===== src/rtl/matrix_mult_pkg.sv =====
// Shared types for the matrix-multiply MPF front end: FSM states,
// CCI-P/MPF write-channel header, response and address types.
package matrix_mult_pkg;

    localparam int ELEMS_PER_CL = 16;

    typedef enum logic [1:0] {IDLE, RUN, DRAIN} t_state;

    typedef logic [41:0]  t_cci_clAddr;
    typedef logic [15:0]  t_cci_mdata;
    typedef logic [511:0] t_cci_clData;

    typedef enum logic [1:0] {
        eVC_VA, eVC_VL0, eVC_VH0, eVC_VH1
    } t_ccip_vc;

    typedef enum logic [1:0] {
        eCL_LEN_1 = 2'b00,
        eCL_LEN_2 = 2'b01,
        eCL_LEN_4 = 2'b11
    } t_ccip_clLen;

    typedef enum logic [3:0] {
        eREQ_WRLINE_I = 4'h0,
        eREQ_WRLINE_M = 4'h1,
        eREQ_WRPUSH_I = 4'h2,
        eREQ_WRFENCE  = 4'h4,
        eREQ_INTR     = 4'h6
    } t_ccip_c1_req;

    typedef enum logic [3:0] {
        eRSP_WRLINE  = 4'h0,
        eRSP_WRFENCE = 4'h4,
        eRSP_INTR    = 4'h6
    } t_ccip_c1_rsp;

    typedef struct packed {
        t_ccip_vc     vc_sel;
        logic         sop;
        t_ccip_clLen  cl_len;
        t_ccip_c1_req req_type;
        logic         addr_is_virtual;
        t_cci_clAddr  address;
        t_cci_mdata   mdata;
    } t_cci_mpf_c1_ReqMemHdr;

    localparam int CCI_MPF_C1TX_MEMHDR_WIDTH = $bits(t_cci_mpf_c1_ReqMemHdr);

    typedef struct packed {
        logic         rspValid;
        t_ccip_c1_rsp resp_type;
        t_cci_mdata   mdata;
    } t_if_ccip_c1_Rx;

    function automatic logic cci_c1Rx_isWriteRsp(t_if_ccip_c1_Rx r);
        return r.rspValid && (r.resp_type == eRSP_WRLINE);
    endfunction

    function automatic logic cci_c1Rx_isWriteFenceRsp(t_if_ccip_c1_Rx r);
        return r.rspValid && (r.resp_type == eRSP_WRFENCE);
    endfunction

    function automatic t_cci_mpf_c1_ReqMemHdr mk_wr_hdr(
        t_cci_clAddr addr, t_cci_mdata md);
        t_cci_mpf_c1_ReqMemHdr h;
        h = '0;
        h.vc_sel          = eVC_VA;
        h.sop             = 1'b1;
        h.cl_len          = eCL_LEN_1;
        h.req_type        = eREQ_WRLINE_M;
        h.addr_is_virtual = 1'b1;
        h.address         = addr;
        h.mdata           = md;
        return h;
    endfunction

    function automatic t_cci_mpf_c1_ReqMemHdr mk_fence_hdr(t_cci_mdata md);
        t_cci_mpf_c1_ReqMemHdr h;
        h = '0;
        h.vc_sel   = eVC_VA;
        h.req_type = eREQ_WRFENCE;
        h.mdata    = md;
        return h;
    endfunction

endpackage


===== src/rtl/buffer_to_mpf_sm_matrix_if.sv =====
// MPF write channel plus result-buffer pop port for the C-matrix writer.
interface buffer_to_mpf_sm_matrix_if;
    import matrix_mult_pkg::*;

    logic                  c1TxAlmFull;
    logic                  c1TxValid;
    t_cci_mpf_c1_ReqMemHdr reqMemHdr;
    t_cci_clData           c1TxData;
    t_if_ccip_c1_Rx        c1Rx;
    logic                  buffer_empty;
    t_cci_clData           buffer_data;
    logic                  buffer_rd_enable;

    modport master (
        input  c1TxAlmFull, c1Rx, buffer_empty, buffer_data,
        output c1TxValid, reqMemHdr, c1TxData, buffer_rd_enable
    );

    modport slave (
        output c1TxAlmFull, c1Rx, buffer_empty, buffer_data,
        input  c1TxValid, reqMemHdr, c1TxData, buffer_rd_enable
    );

endinterface


===== src/rtl/matrix_addr_gen.sv =====
// Row/column line walker over an M x N_cl matrix; shared by read and
// write state machines.
module matrix_addr_gen
    import matrix_mult_pkg::*;
(
    input  logic        clk,
    input  logic        reset,
    input  logic        clear,
    input  logic        step,
    input  logic [31:0] M,
    input  logic [31:0] N_cl,
    input  t_cci_clAddr base,
    output t_cci_clAddr addr,
    output logic        last
);

    logic [31:0] line;
    logic [31:0] col;
    t_cci_clAddr row_off;
    logic        col_wrap;

    // row_off tracks N_cl*line incrementally, so no multiplier is needed
    assign col_wrap = (col == N_cl - 32'd1);
    assign last     = col_wrap && (line == M - 32'd1);
    assign addr     = base + row_off + t_cci_clAddr'(col);

    always_ff @(posedge clk or posedge reset) begin
        if (reset) begin
            line    <= '0;
            col     <= '0;
            row_off <= '0;
        end else if (clear) begin
            line    <= '0;
            col     <= '0;
            row_off <= '0;
        end else if (step) begin
            if (col_wrap) begin
                col     <= '0;
                line    <= line + 32'd1;
                row_off <= row_off + t_cci_clAddr'(N_cl);
            end else begin
                col <= col + 32'd1;
            end
        end
    end

endmodule


===== src/rtl/buffer_to_mpf_sm_matrix.sv =====
// Streams result lines from the show-ahead buffer to MPF as C writes.
// Define BUF2MPF_WRFENCE_EN to append a write fence after the last line.
module buffer_to_mpf_sm_matrix
    import matrix_mult_pkg::*;
#(
    parameter int WR_MDATA = 'd2
) (
    input  logic                        clk,
    input  logic                        reset,
    input  logic                        run,
    input  logic [31:0]                 M,
    input  logic [31:0]                 N,
    input  t_cci_clAddr                 first_clAddr_C,
    output logic                        done,
    buffer_to_mpf_sm_matrix_if.master   mpf
);

    t_state      state;
    t_state      state_nxt;
    logic [31:0] n_cl;
    logic [31:0] nwr_rq;
    logic [31:0] nwr_resp;
    logic        requests_done;
    logic        issue;
    logic        last;
    logic        start;
    logic        zero_dim;
    logic        complete;
    logic        wr_rsp;
    logic        fence_issue;
    logic        tx_is_fence;
    t_cci_clAddr wr_addr;
    t_cci_mdata  tag;

    assign tag      = t_cci_mdata'(WR_MDATA);
    assign n_cl     = N >> $clog2(ELEMS_PER_CL);
    assign zero_dim = (M == 32'd0) || (n_cl == 32'd0);
    assign start    = (state == IDLE) && run;
    assign done     = (state == IDLE);
    assign issue    = (state == RUN) && !mpf.c1TxAlmFull
                   && !mpf.buffer_empty && !requests_done;
    assign mpf.buffer_rd_enable = issue;
    assign wr_rsp   = cci_c1Rx_isWriteRsp(mpf.c1Rx)
                   && (mpf.c1Rx.mdata == tag);

    matrix_addr_gen u_addr_gen (
        .clk   (clk),
        .reset (reset),
        .clear (start),
        .step  (issue),
        .M     (M),
        .N_cl  (n_cl),
        .base  (first_clAddr_C),
        .addr  (wr_addr),
        .last  (last)
    );

`ifdef BUF2MPF_WRFENCE_EN
    logic fence_pending;
    logic fence_rcvd;
    logic fence_rsp;

    assign fence_issue = (state == DRAIN) && fence_pending
                      && !mpf.c1TxAlmFull;
    assign fence_rsp   = cci_c1Rx_isWriteFenceRsp(mpf.c1Rx)
                      && (mpf.c1Rx.mdata == tag);
    assign complete    = requests_done && !mpf.c1TxValid
                      && (nwr_resp == nwr_rq)
                      && !fence_pending && fence_rcvd;

    always_ff @(posedge clk or posedge reset) begin
        if (reset) begin
            fence_pending <= 1'b0;
            fence_rcvd    <= 1'b0;
        end else if (start) begin
            fence_pending <= 1'b0;
            fence_rcvd    <= zero_dim;
        end else begin
            if (issue && last)
                fence_pending <= 1'b1;
            else if (fence_issue)
                fence_pending <= 1'b0;
            if (fence_rsp && state != IDLE)
                fence_rcvd <= 1'b1;
        end
    end
`else
    assign fence_issue = 1'b0;
    // the in-flight last write is not yet in nwr_rq, hence !c1TxValid
    assign complete    = requests_done && !mpf.c1TxValid
                      && (nwr_resp == nwr_rq);
`endif

    always_ff @(posedge clk or posedge reset) begin
        if (reset) state <= IDLE;
        else       state <= state_nxt;
    end

    always_comb begin
        state_nxt = state;
        unique case (state)
            IDLE:    if (run) state_nxt = zero_dim ? DRAIN : RUN;
            RUN:     if (issue && last) state_nxt = DRAIN;
            DRAIN:   if (complete) state_nxt = IDLE;
            default: state_nxt = IDLE;
        endcase
    end

    always_ff @(posedge clk or posedge reset) begin
        if (reset) begin
            nwr_rq        <= '0;
            nwr_resp      <= '0;
            requests_done <= 1'b0;
        end else if (start) begin
            nwr_rq        <= '0;
            nwr_resp      <= '0;
            requests_done <= zero_dim;
        end else begin
            if (issue && last)
                requests_done <= 1'b1;
            if (mpf.c1TxValid && !tx_is_fence)
                nwr_rq <= nwr_rq + 32'd1;
            if (wr_rsp && state != IDLE)
                nwr_resp <= nwr_resp + 32'd1;
        end
    end

    always_ff @(posedge clk or posedge reset) begin
        if (reset) begin
            mpf.c1TxValid <= 1'b0;
            mpf.reqMemHdr <= '0;
            mpf.c1TxData  <= '0;
            tx_is_fence   <= 1'b0;
        end else begin
            mpf.c1TxValid <= issue || fence_issue;
            tx_is_fence   <= fence_issue;
            if (issue) begin
                mpf.reqMemHdr <= mk_wr_hdr(wr_addr, tag);
                mpf.c1TxData  <= mpf.buffer_data;
            end else if (fence_issue) begin
                mpf.reqMemHdr <= mk_fence_hdr(tag);
            end
        end
    end

endmodule


===== src/flat_wrapper.sv =====
// flat-port wrapper written by rule: the top's interface ports become plain ports
module buffer_to_mpf_sm_matrix_flat import matrix_mult_pkg::*;
#(
    parameter int WR_MDATA = 'd2
)
  (clk, reset, run, M, N, first_clAddr_C, done, mpf_c1TxAlmFull, mpf_c1Rx, mpf_buffer_empty, mpf_buffer_data, mpf_c1TxValid, mpf_reqMemHdr, mpf_c1TxData, mpf_buffer_rd_enable);
  buffer_to_mpf_sm_matrix_if mpf_i ();
  input  logic clk;
  input  logic reset;
  input  logic run;
  input  logic [31:0] M;
  input  logic [31:0] N;
  input  t_cci_clAddr first_clAddr_C;
  output logic done;
  input wire logic [$bits(mpf_i.c1TxAlmFull)-1:0] mpf_c1TxAlmFull;
  input wire logic [$bits(mpf_i.c1Rx)-1:0] mpf_c1Rx;
  input wire logic [$bits(mpf_i.buffer_empty)-1:0] mpf_buffer_empty;
  input wire logic [$bits(mpf_i.buffer_data)-1:0] mpf_buffer_data;
  output wire logic [$bits(mpf_i.c1TxValid)-1:0] mpf_c1TxValid;
  output wire logic [$bits(mpf_i.reqMemHdr)-1:0] mpf_reqMemHdr;
  output wire logic [$bits(mpf_i.c1TxData)-1:0] mpf_c1TxData;
  output wire logic [$bits(mpf_i.buffer_rd_enable)-1:0] mpf_buffer_rd_enable;
  assign mpf_i.c1TxAlmFull = mpf_c1TxAlmFull;
  assign mpf_i.c1Rx = mpf_c1Rx;
  assign mpf_i.buffer_empty = mpf_buffer_empty;
  assign mpf_i.buffer_data = mpf_buffer_data;
  assign mpf_c1TxValid = mpf_i.c1TxValid;
  assign mpf_reqMemHdr = mpf_i.reqMemHdr;
  assign mpf_c1TxData = mpf_i.c1TxData;
  assign mpf_buffer_rd_enable = mpf_i.buffer_rd_enable;
  buffer_to_mpf_sm_matrix #(.WR_MDATA(WR_MDATA)) u_core (.clk(clk), .reset(reset), .run(run), .M(M), .N(N), .first_clAddr_C(first_clAddr_C), .done(done), .mpf(mpf_i));
endmodule

===== config.mk =====
export PLATFORM = sky130hd
export DESIGN_NAME = buffer_to_mpf_sm_matrix_flat
export DESIGN_NICKNAME = d
export VERILOG_FILES = /design/src/rtl/matrix_mult_pkg.sv /design/src/rtl/buffer_to_mpf_sm_matrix_if.sv /design/src/rtl/matrix_addr_gen.sv /design/src/rtl/buffer_to_mpf_sm_matrix.sv /design/src/flat_wrapper.sv
export SDC_FILE = /design/constraint.sdc
export NUM_CORES = 2
export LEC_CHECK = 0
export CAP_MARGIN = 20
export CORE_AREA = 2 2 473 475
export DETAILED_ROUTE_END_ITERATION = 8
export DIE_AREA = 0 0 475 477
export GPL_ROUTABILITY_DRIVEN = 0
export PLACE_DENSITY_LB_ADDON = 0.05
export SLEW_MARGIN = 20
export SYNTH_ARGS = -nofsm -noshare
export SYNTH_HDL_FRONTEND = slang
export SYNTH_HIERARCHICAL = 1
export SYNTH_SLANG_ARGS = --single-unit

===== constraint.sdc =====
create_clock -name clk -period 29.4 [get_ports clk]
set_input_delay 5.88 -clock clk [delete_from_list [all_inputs] [get_ports clk]]
set_output_delay 5.88 -clock clk [all_outputs]
set_load 0.02 [all_outputs]

==> results.txt <==
Final hold violation count = 0
Wirelength per Cell = 29.2 µm
Hold slack final = 502 ps
Worst path arrival time = 7370 ps
Placed cells = 7132
Startpoint class of the critical path = input port
Clock tree buffer depth = 3
Skew-Pair Late Insertion Delay = 770 ps
Post-CTS Hold Fix Bufs = 0
# fillers = 23600
I/O pin count = 1227
Vias per inst = 4.09
Port Buffers = 1200
Clock Pin Slew Worst Setup and Hold Paths = 50 ps
Least-Margin Pin Slew = 1020 ps
Max VDD drop = 0.0000486 V
Final Max Slew Viols = 0
Syn_area_per_cell = 11.9 µm²
CP Class = input port to output pin
Core Area = 221000 µm²
Largest net degree at the start of global routing = 137
Setup bufs post-CTS = 0
Final ANT Viol Nets = 0
Synth area leaders = dfrtp_1, mux2_2, xnor2_1
Top-count cell post-synth = dfrtp_1
Normalized max-slew margin = 32.0%
Post-Syn Area = 36400 µm²
First DRT Iteration DRCs = 1419
Most used cell, CP = clkdlybuf4s50_1
Clk root buf = clkbuf_16
Site row count = 173
Pwr dens = 104 nW/µm²
Req. time, crit path = 23520 ps
Post-synth ARST share = 100%
Element type at the critical path end = output pin
Total power = 5.76 mW
LEAKAGE = 21.9 nW
DIE WIDTH = 475 µm
CTS H-Tree Depth = 3
Chip height = 477 µm
List of most frequent post-synthesis cells = dfrtp_1, mux2_2, nor2_1
Worst path bufs/invs = 2
Total GRT Usage = 18.5%
Fin crit share = 45.1%
CTS resizes = 0
Max_cap viols = 0
Number of global-route vias before repair = 30600
Clk sinks = 729
Most common flop cell mapped by yosys = dfrtp_1
Vias = 30100
Period minus WS final = 13250 ps
Register bit count reported by yosys = 729
Initial cell density of the core = 16.4%
CTS tree = built
Sequential cell area fraction in the yosys report = 50.2%
RSZ-0062 raised after global routing = false
HPWL after detailed placement = 176000 µm
Worst path cell trace = clkdlybuf4s50_1 > nor2_1 > nor4b_2 > clkdlybuf4s50_1
F_max = 75.5 MHz
Status = complete, no violations
First-pass GRT wire length = 285000 µm
CTS Buf Count = 106
Clock skew = 49.3 ps
EDFF count, synth = 0
Fin Setup TNS = 0 ps
Slowest cell delay on critical path = 700 ps
DR pass1 iterations = 5
Yosys warnings = 6
Fin util = 25.1%
Cell family contributing the most delay on the critical path = buffers and inverters
Gate count of the mapped netlist = 3042
Post-synth top area share = 50.2%
Synthesis-to-finish area growth = 52.7%
Cell taking the most area after synthesis = dfrtp_1
Die area = 227000 µm²
Layout cells sized above 1 = 18.8%
Crit-path slowest cell = clkdlybuf4s50_1
Total grt overflow = 0
CP max FO = 2
Post-synthesis cell type count = 81
Wirelength, routed = 215000 µm
DRC Markers = 0
Nets = 5031
Worst Hold Class = flip-flop to flip-flop
Final setup violation count = 0
Non-Filler Instances = 7357
Initial antenna violation count = 200
==> sequential cells by signal, summed over array words and instances, names as in the netlist <==
name                       cells
u_core/mpf.c1TxData          512
u_core/mpf.reqMemHdr          43
u_core/u_addr_gen/row_off     42
u_core/nwr_resp               32
u_core/nwr_rq                 32
u_core/u_addr_gen/col         32
u_core/u_addr_gen/line        32
u_core/state                   2
u_core/mpf.c1TxValid           1
u_core/requests_done           1
==> report_power, final <==
part / total (mW) / switching (mW) / internal [mW]
Sequential: 1.67 / 0.253 / 1.41
Combinational: 2.75 / 1.51 / 1.24
Clock: 1.35 / 0.555 / 0.791
==> through the flow <==
stage / area (µm²) / setup slack (ps)
finish: 55500 / 16150
global route: 55400 / 16000
CTS: 55400 / 16090
detailed placement: 51800 / 16090
global placement: 51800 / 16090
floorplan: 36500 / 6070
==> per-layer routing <==
metal  vias to the layer above  global-route usage [%]  share of wire [%]
li1                      13600                       -                  -
met1                     15000                    21.2                 38
met4                       124                    3.45                1.7
met3                       334                    7.65                9.6
met5                         -                       0               0.36
met2                      1044                    32.1                 50
==> cell usage in the layout (no fill, tap or decap), types with 8 or more instances in the layout <==
cell | netlist | layout
mux2_2 | 566 | 566
a22o_1 | 15 | 15
ha_1 | 87 | 87
and3_1 | 26 | 26
buf_4 | 25 | 34
nand2_1 | 120 | 120
clkbuf_1 | 117 | 23
clkbuf_16 | 0 | 106
conb_1 | 1 | 37
nor4_1 | 42 | 41
or2_2 | 12 | 12
diode_2 | 0 | 28
clkdlybuf4s50_1 | 0 | 1200
clkinv_2 | 0 | 23
o21a_1 | 8 | 8
a21oi_1 | 127 | 127
o211ai_1 | 11 | 11
a31oi_1 | 22 | 22
nor2b_1 | 23 | 23
nor2_1 | 158 | 157
mux2i_1 | 9 | 9
nand4_1 | 60 | 60
or3_1 | 31 | 31
fa_1 | 34 | 34
o21bai_1 | 15 | 15
dfrtp_1 | 729 | 729
a211oi_1 | 15 | 15
o31ai_1 | 56 | 56
nor3_1 | 58 | 58
clkbuf_8 | 0 | 29
and4_1 | 16 | 16
a21o_1 | 50 | 50
nand3_1 | 74 | 74
xnor2_1 | 148 | 148
xor2_1 | 80 | 80
o21ai_0 | 59 | 59
inv_1 | 49 | 46
nand2b_1 | 20 | 20
or4_1 | 50 | 50
==> path summary, 6_finish.rpt <==
check | end | startpoint | depth (start not counted) | slack [ps]
max | mpf_buffer_rd_enable | mpf_buffer_empty | 4 | 16150
min | u_core/mpf.c1TxData[232] | u_core/mpf.c1TxData[232] | 1 | 500
max reg2reg | u_core/mpf.reqMemHdr[56] | u_core/u_addr_gen/col[12] | 12 | 24320
min reg2reg | u_core/mpf.c1TxData[232] | u_core/mpf.c1TxData[232] | 1 | 500
max in group asynchronous | u_core/mpf.c1TxData[202] | reset | 5 | 20510
min in group asynchronous | u_core/mpf.c1TxData[256] | reset | 2 | 5680
==> cell families (layout without fill, tap and decap cells) <==
logic type,Yosys count,after routing,synth area share [%]
flip-flops,729,729,50.2
AO/OA/AOI/OAI,444,444,8.14
AND/OR/NAND/NOR,738,738,11.0
other,1,65,0.0103
adder cells (fa/ha/maj),121,121,4.87
XOR/XNOR,228,228,5.49
buffers and inverters,205,1481,2.48
multiplexers,576,576,17.8
==> layout make-up <==
cell class / count / area (µm²) / share of cell area (%)
clock inverter: 38 / 473 / 0.852
tap: 2975 / 3720 / 6.71
clock buffer: 158 / 3140 / 5.65
sequential: 729 / 18200 / 32.9
antenna: 28 / 70.1 / 0.126
inverter: 49 / 196 / 0.354
multi-input combinational: 2144 / 17400 / 31.3
timing repair buffer: 1236 / 12300 / 22.2
No activity file was read; power rests on OpenSTA's default activity.
